$ cat src/rtl/rle_capture_unit.sv
// Run-length capture engine for the on-chip logic analyser: compresses samples into
// {count, data} lines, keeping a circular before-trigger queue and a linear post-trigger area.
module rle_capture_unit #(
    parameter int unsigned DATA_W   = 16,
    parameter int unsigned CNT_W    = 8,
    parameter int unsigned CNT_MAX  = 253,
    parameter int unsigned ADDR_W   = 6,
    parameter int unsigned BT_LINES = 24
) (
    input  logic                    clk,
    input  logic                    rst,
    input  logic                    arm,
    input  logic [DATA_W-1:0]       data_in,
    input  logic [DATA_W-1:0]       trig_value,
    input  logic [DATA_W-1:0]       trig_mask,
    input  logic                    trig_mode,
    output logic                    mem_we,
    output logic [ADDR_W-1:0]       mem_addr,
    output logic [CNT_W+DATA_W-1:0] mem_wdata,
    output logic                    armed,
    output logic                    triggered,
    output logic                    done,
    output logic [ADDR_W-1:0]       bt_tail
);

    localparam int unsigned LINE_W = CNT_W + DATA_W;
    localparam logic [ADDR_W-1:0] ADDR_LAST    = ADDR_W'((1 << ADDR_W) - 1);
    localparam logic [ADDR_W-1:0] ADDR_LAST_M1 = ADDR_W'((1 << ADDR_W) - 2);
    localparam logic [ADDR_W-1:0] ADDR_BT_END  = ADDR_W'(BT_LINES - 1);
    localparam logic [ADDR_W-1:0] ADDR_POST    = ADDR_W'(BT_LINES);
    localparam logic [CNT_W-1:0]  CNT_SAT      = CNT_W'(CNT_MAX);
    localparam logic [CNT_W-1:0]  CNT_ONE      = CNT_W'(1);

    typedef enum logic [2:0] {
        ST_IDLE  = 3'd0,
        ST_PRE   = 3'd1,
        ST_POST  = 3'd2,
        ST_FINAL = 3'd3,
        ST_DONE  = 3'd4
    } state_t;

    state_t              state_q;
    logic [DATA_W-1:0]   cur_q;
    logic [CNT_W-1:0]    cnt_q;
    logic [ADDR_W-1:0]   addr_q;
    logic                mem_we_q;
    logic [ADDR_W-1:0]   mem_addr_q;
    logic [LINE_W-1:0]   mem_wdata_q;
    logic                armed_q;
    logic                triggered_q;
    logic                done_q;
    logic [ADDR_W-1:0]   bt_tail_q;

    logic extend_c;
    logic fire_c;

    // A sample extends the run only while it repeats and the count has headroom.
    always_comb begin
        extend_c = (data_in == cur_q) && (cnt_q < CNT_SAT);
        fire_c   = ((data_in & trig_mask) == (trig_value & trig_mask)) ^ trig_mode;
    end

    always_ff @(posedge clk or posedge rst) begin
        if (rst) begin
            state_q     <= ST_IDLE;
            cur_q       <= '0;
            cnt_q       <= '0;
            addr_q      <= '0;
            mem_we_q    <= 1'b0;
            mem_addr_q  <= '0;
            mem_wdata_q <= '0;
            armed_q     <= 1'b0;
            triggered_q <= 1'b0;
            done_q      <= 1'b0;
            bt_tail_q   <= '0;
        end else begin
            mem_we_q <= 1'b0;
            case (state_q)
                ST_IDLE, ST_DONE: begin
                    if (arm) begin
                        cur_q       <= data_in;
                        cnt_q       <= CNT_ONE;
                        addr_q      <= '0;
                        armed_q     <= 1'b1;
                        triggered_q <= 1'b0;
                        done_q      <= 1'b0;
                        state_q     <= ST_PRE;
                    end else if (state_q == ST_DONE) begin
                        done_q <= 1'b1;
                    end
                end
                ST_PRE: begin
                    if (fire_c || !extend_c) begin
                        mem_we_q    <= 1'b1;
                        mem_addr_q  <= addr_q;
                        mem_wdata_q <= {cnt_q, cur_q};
                        cur_q       <= data_in;
                        cnt_q       <= CNT_ONE;
                    end else begin
                        cnt_q <= cnt_q + CNT_ONE;
                    end
                    if (fire_c) begin
                        bt_tail_q   <= addr_q;
                        addr_q      <= ADDR_POST;
                        triggered_q <= 1'b1;
                        state_q     <= ST_POST;
                    end else if (!extend_c) begin
                        addr_q <= (addr_q == ADDR_BT_END) ? '0 : addr_q + ADDR_W'(1);
                    end
                end
                ST_POST: begin
                    if (extend_c) begin
                        cnt_q <= cnt_q + CNT_ONE;
                    end else begin
                        mem_we_q    <= 1'b1;
                        mem_addr_q  <= addr_q;
                        mem_wdata_q <= {cnt_q, cur_q};
                        cur_q       <= data_in;
                        cnt_q       <= CNT_ONE;
                        if (addr_q == ADDR_LAST_M1) begin
                            armed_q <= 1'b0;
                            state_q <= ST_FINAL;
                        end else begin
                            addr_q <= addr_q + ADDR_W'(1);
                        end
                    end
                end
                ST_FINAL: begin
                    // The last line carries the queue tail so the host can unroll the ring.
                    mem_we_q    <= 1'b1;
                    mem_addr_q  <= ADDR_LAST;
                    mem_wdata_q <= {CNT_W'(0), DATA_W'(bt_tail_q)};
                    state_q     <= ST_DONE;
                end
                default: state_q <= ST_IDLE;
            endcase
        end
    end

    assign mem_we    = mem_we_q;
    assign mem_addr  = mem_addr_q;
    assign mem_wdata = mem_wdata_q;
    assign armed     = armed_q;
    assign triggered = triggered_q;
    assign done      = done_q;
    assign bt_tail   = bt_tail_q;

endmodule

$ cat config.mk
export PLATFORM = sky130hd
export DESIGN_NAME = rle_capture_unit
export DESIGN_NICKNAME = d
export VERILOG_FILES = /design/src/rtl/rle_capture_unit.sv
export SDC_FILE = /design/constraint.sdc
export NUM_CORES = 1
export LEC_CHECK = 0
export CAP_MARGIN = 20
export CELL_PAD_IN_SITES_DETAIL_PLACEMENT = 0
export CELL_PAD_IN_SITES_GLOBAL_PLACEMENT = 1
export CORE_MARGIN = 2
export CORE_UTILIZATION = 40
export CTS_BUF_LIST = sky130_fd_sc_hd__clkbuf_4 sky130_fd_sc_hd__clkbuf_8
export CTS_CLUSTER_DIAMETER = 150
export DETAILED_ROUTE_END_ITERATION = 8
export PLACE_DENSITY_LB_ADDON = 0.1
export SKIP_LAST_GASP = 1
export SYNTH_ARGS = -nofsm -noshare
export SYNTH_HDL_FRONTEND = slang
export SYNTH_SLANG_ARGS = --single-unit
export TNS_END_PERCENT = 1
$ cat constraint.sdc
create_clock -name clk -period 2.8 [get_ports clk]
set_input_delay 0.42 -clock clk [delete_from_list [all_inputs] [get_ports clk]]
set_output_delay 0.42 -clock clk [all_outputs]
set_load 0.01 [all_outputs]
# Word level (Yosys, flattened, before mapping)
# Index checks and enable logic that the tools add are counted.
word_totals:
  out_inout_bits: 40
  word_cells: 89
  ff_bits: 73
  input_bits: 52
classes:
  eq_ne: 15
  add_sub_neg: 2
  reduce_logical: 19
  mux: 38
  bitwise: 3
  order_cmp: 1
ops:
  columns: ["operator", "count"]
  rows:
  - ["24-bit case mux with 3 select lines", 1]
  - ["16-bit 2-to-1 mux", 3]
  - ["24-bit 2-to-1 mux", 2]
  - ["6-bit 2-to-1 mux", 8]
  - ["16-bit case mux with 3 select lines", 1]
  - ["6-bit case mux with 3 select lines", 2]
  - ["16-bit bitwise AND", 2]
  - ["16-bit equality test", 2]
  - ["8-bit 2-to-1 mux", 3]
  - ["8-bit case mux with 3 select lines", 1]
  - ["3-bit 2-to-1 mux", 4]
  - ["2-bit inequality test, second input constant", 6]
  - ["3-bit case mux with 4 select lines", 1]
  - ["4-bit AND reduction", 3]
  - ["1-bit 2-to-1 mux", 9]
  - ["8-bit by 1-bit adder with 8-bit output, second input constant", 1]
  - ["8-bit < comparator, second input constant", 1]
  - ["6-bit by 1-bit adder with 6-bit output, second input constant", 1]
  - ["3-bit by 2-bit equality test with 1-bit output, second input constant", 2]
  - ["6-bit by 5-bit equality test with 1-bit output, second input constant", 1]
  - ["6-bit equality test, second input constant", 1]
  - ["2-bit AND reduction", 3]
  - ["3-bit AND reduction", 2]
  - ["2-bit nonzero test", 3]
  - ["other kinds (13)", 15]

# Logic depth before layout (Yosys ltp)
logic_depth:
  ltp_word: 6
  mapped_depth: 10
  ltp_nobuf: 8

# Least setup slack after synthesis
# OpenSTA, ideal clock, no wires.
synth_timing:
  path_type: "input-to-reg"
  start: "input port data_in[14]"
  end: "register mem_wdata_q[0], in the netlist mem_wdata[0]"
  setup_ns: 0.128
  t_arrival_ns: 2.191
  path_buffers: 2
  path_stages: 9
  slack_ns: 0.481
  t_required_ns: 2.672
  path_cell_list: "xor2_1 a22oi_1 nand4_2 o2111ai_2 nand3_1 buf_2 nor3_4 buf_6 mux2_1"
synth_via:
  elab_chain_cells: 6
  word_cells_on_any_way: 10
  cone_classes: "4 x eq/ne; 2 x bitwise; 4 x reduce/logical"
synth_lines:
  columns: ["item", "line", "rtl"]
  rows:
  - ["start, declared", "13", "input logic [DATA_W-1:0] data_in,"]
  - ["16-bit bitwise AND / 16-bit equality test (equally long branches)", "60, 59", null]
  - ["16-bit equality test / 1-bit logical AND (equally long branches)", "60, 59", null]
  - ["1-bit bitwise XOR / 1-bit logical NOT (equally long branches)", null, null]
  - ["1-bit logical OR", "93", "if (fire_c || !extend_c) begin"]
  - ["2-bit inequality test (no line)", null, null]
  - ["3-bit AND reduction (no line) (*)", null, null]
  - ["end signal, assigned", "96", "mem_wdata_q <= {cnt_q, cur_q};"]
  - ["end signal, assigned", "117", "mem_wdata_q <= {cnt_q, cur_q};"]
  - ["end signal, assigned", "132", "mem_wdata_q <= {CNT_W'(0), DATA_W'(bt_tail_q)};"]
  - ["end, declared", "48", "logic [LINE_W-1:0] mem_wdata_q;"]
# Mark *: on every way between the ends. The rest lies on a longest branch, timed or not.
# A chain may end at the register's enable or synchronous reset.

# Final worst setup path
layout_timing:
  start: "input port data_in[15]"
  end: "register addr_q[2]"
layout_via:
  elab_chain_cells: 5
  word_cells_on_any_way: 10
  cone_classes: "4 x eq/ne; 2 x mux; 2 x bitwise; 2 x reduce/logical"
layout_lines:
  columns: ["item", "line", "rtl"]
  rows:
  - ["16-bit bitwise AND", "60", "fire_c = ((data_in & trig_mask) == (trig_value & trig_mask)) ^ trig_mode;"]
  - ["16-bit equality test", "60", null]
  - ["1-bit bitwise XOR", "60", null]
  - ["3-bit inequality test (no line) / 6-bit 2-to-1 mux (equally long branches)", null, null]
  - ["5-bit AND reduction (no line) / 6-bit case mux with 3 select lines (equally long branches)", null, null]
  - ["end signal, assigned", "108", "addr_q <= (addr_q == ADDR_BT_END) ? '0 : addr_q + ADDR_W'(1);"]
  - ["end signal, assigned", "124", "addr_q <= addr_q + ADDR_W'(1);"]
  - ["end, declared", "45", "logic [ADDR_W-1:0] addr_q;"]
# Several ways; a longest one is shown, not always the timed one.

==> metrics.md <==
| Metric | Value |
|---|---|
| Post-synth ARST share | `100%` |
| Ant diodes | `0` |
| Worst hold path class | `primary input to asynchronous set/reset pin` |
| # DRC | `0` |
| RSZ-0062 raised after global routing | `false` |
| Root buf cell | `clkbuf_8` |
| Via count | `3023` |
| Synthesized cell area | `3810 um2` |
| Least-Margin Pin Slew | `0.899 ns` |
| Pleak | `2.38 nW` |
| Fraction of layout instances using a drive strength above 1 | `17.7%` |
| WP data arrival | `2.80 ns` |
| Fin Hold WS | `0.473 ns` |
| Clk buf depth | `2` |
| Crit-path max cell delay | `0.43 ns` |
| Max-slew violation count | `0` |
| Core area | `9240 um2` |
| Sum Neg Setup Slack | `0 ns` |
| CTS tree | `done` |
| ANT nets after route | `0` |
| Maximum vdd drop | `0.000515 V` |
| Area grow syn2layout | `40.6%` |
| Hold_buf cts | `0` |
| Fill count | `831` |
| Final setup viols | `0` |
| Critical Path Fanout Max | `8` |
| Drt total wl | `8.94 mm` |
| Drt initial violations | `82` |
| Largest net degree at the start of global routing | `74` |
| Clock Skew | `0.0160 ns` |
| Vias in the first global route | `3015` |
| Die X | `102 um` |
| All-layer global routing usage | `18.6%` |
| CP required | `3.06 ns` |
| Die Span Y | `102 um` |
| Relative slew slack | `39.9%` |
| Primary FF master, synth | `dfrtp_1` |
| Routability congestion estimate | `0.781` |
| Worst setup EP type | `flop` |
| Ports | `92` |
| Top post-synthesis cells by area | `dfrtp_1 (48%), mux2_2 (8.0%), mux2i_1 (5.0%)` |
| TritonCTS Buffers | `9` |
| Max Clk Rate | `0.394 GHz` |
| Mean post-synth cell area | `10.7 um2` |
| Share of the yosys chip area belonging to registers | `47.9%` |
| Initial Util | `41.3%` |
| Clock transition at path regs | `0.09 ns` |
| Hold Vio Cnt, Final | `0` |
| # clock sinks | `73` |
| Crit-path most repeated cell | `buf_4` |
| Critical path type | `primary input to flop` |
| Crit path launch type | `primary input` |
| PortBufs | `91` |
| Crit-path slowest cell | `clkdlybuf4s50_1` |
| Leading area contributor after synthesis | `dfrtp_1` |
| Top cell type's share of synthesized area | `47.9%` |
| Tcrit/Tclk final | `90.6%` |
| Full die area | `10300 um2` |
| Synth warn | `0` |
| First-pass GRT wire length | `14.9 mm` |
| First-pass DRT Iterations | `4` |
| Post-synth EDFFs | `0` |
| Post-synthesis cell count | `356` |
| Maxcap violations | `0` |
| R2R Setup Slk | `0.30 ns` |
| Mapped Nets | `412` |
| Synthesis-stage register bit count | `73` |
| Netlist cell types | `45` |
| Clock Latency Late Sink | `0.35 ns` |
| Post-cts gate resize count | `0` |
| DP HPWL | `6.62 mm` |
| Initial antenna violation count | `0` |
| Nets | `536` |
| Rows | `35` |
| Global route overflow | `0` |
| Max H-tree Level | `3` |
| Crit path time final | `2.54 ns` |
| Post-CTS setup buffer count | `0` |
| CP Cell Sequence | `clkdlybuf4s50_1 -> xor2_1 -> a22oi_1 -> nand4_1 -> o2111ai_2 -> nand3_1 -> buf_4 -> or2_1 -> buf_4 -> a211oi_1` |
| P per Cell Area | `940 nW/um2` |
| Run status | `complete, no violations` |
| WL per Instance | `14.6 um` |
| Routed vias/inst | `4.92` |
state kept, by name, summed over array words and instances, names as in the netlist:
register and count:
bt_tail 6, addr_q 6, triggered 1, mem_addr 6, state_q 3, cnt_q 8, done 1, cur_q 16
armed 1, mem_wdata 24, mem_we 1
Yosys cell counts (all sizes together), types with 3 or more instances:
library cell,n
dfrtp,73
mux2,38
nand2,30
inv,28
mux2i,19
xnor2,16
xor2,16
o21ai,15
nor2,12
nand2b,10
nor3,10
a22oi,9
buf,9
nand3,9
a21oi,8
nand4,8
clkbuf,5
a31oi,4
ha,4
o31ai,4
a21o,3
nor2b,3
or2,3
worst max-delay path, delay by kind of cell:
family,cells,cell delay (ns)
buffers and inverters,3,0.81
AO/OA/AOI/OAI,3,0.72
AND/OR/NAND/NOR,3,0.68
XOR/XNOR,1,0.17
logic make-up (layout without fill, tap and decap cells):
kind of cell,count (synthesis),after routing,synth area share (%)
adder cells (fa/ha/maj),4,4,1.31
AO/OA/AOI/OAI,55,55,9.68
AND/OR/NAND/NOR,93,93,12.6
XOR/XNOR,32,32,7.35
multiplexers,57,57,16.2
flip-flops,73,73,47.9
buffers and inverters,42,171,4.89
layer usage:
| metal | up-vias | wire length, um | track usage (%) |
|---|---|---|---|
| li1 | 1487 | - | - |
| met1 | 1456 | 4120 | 24.7 |
| met2 | 68 | 4290 | 30.0 |
| met3 | 12 | 372 | 3.73 |
| met4 | 0 | 166 | 7.48 |
| met5 | - | 0 | 0 |
report_power, final:
part           total, W  switching (W)  internal [W]
logic           0.00235        0.00101       0.00133
registers       0.00173       0.000299       0.00143
clock network  0.000959       0.000420      0.000538
cells in the final DEF (no fill, tap or decap), types with 7 or more instances in the layout:
| cell type | Yosys | routed |
|---|---|---|
| clkdlybuf4s50_1 | 0 | 91 |
| dfrtp_1 | 73 | 73 |
| buf_4 | 2 | 32 |
| nand2_1 | 30 | 30 |
| mux2_2 | 27 | 27 |
| inv_1 | 28 | 27 |
| mux2i_1 | 19 | 19 |
| xor2_1 | 16 | 16 |
| xnor2_1 | 16 | 16 |
| o21ai_0 | 14 | 14 |
| nor2_1 | 12 | 12 |
| mux2_1 | 11 | 11 |
| nand2b_1 | 10 | 10 |
| clkbuf_8 | 0 | 10 |
| a22oi_1 | 9 | 9 |
| nor3_1 | 9 | 9 |
| nand3_1 | 9 | 9 |
| a21oi_1 | 8 | 8 |
| nand4_1 | 7 | 7 |
stage by stage:
step	cells	utilization, %	power, W	setup WS (ns)	instance area (um2)
final	614	58.0	0.00504	0.262	5360
after global routing	614	58.0	0.00539	0.0443	5360
after CTS	614	58.0	0.00511	0.233	5360
after detailed placement	598	55.5	0.00413	-0.114	5120
after global placement	598	55.5	0.00409	-0.106	5120
after floorplan	356	-	0.00314	0.481	3810
final timing paths:
path	cells after the start	endpoint	start
setup / recovery	10	addr_q[2]$_DFFE_PP0P_	data_in[15]
hold / removal	3	mem_wdata[22]$_DFFE_PP0P_	rst
setup reg to reg	11	addr_q[2]$_DFFE_PP0P_	cnt_q[0]$_DFFE_PP0P_
hold reg to reg	1	mem_wdata[5]$_DFFE_PP0P_	mem_wdata[5]$_DFFE_PP0P_
max in group asynchronous	3	addr_q[5]$_DFFE_PP0P_	rst
min in group clk	1	mem_wdata[5]$_DFFE_PP0P_	mem_wdata[5]$_DFFE_PP0P_
cell type report:
cell class                      instances  area [um2]  area share [%]
Sequential cell                        73        1830            34.1
Clock inverter                          6        97.6            1.82
Multi-Input combinational cell        241        1800            33.6
Clock buffer                           10         138            2.57
Tap cell                              129         161            3.01
Timing Repair Buffer                  127        1230            23.0
Inverter                               28         105            1.96
Note: power is estimated with default switching activity, not from simulation.
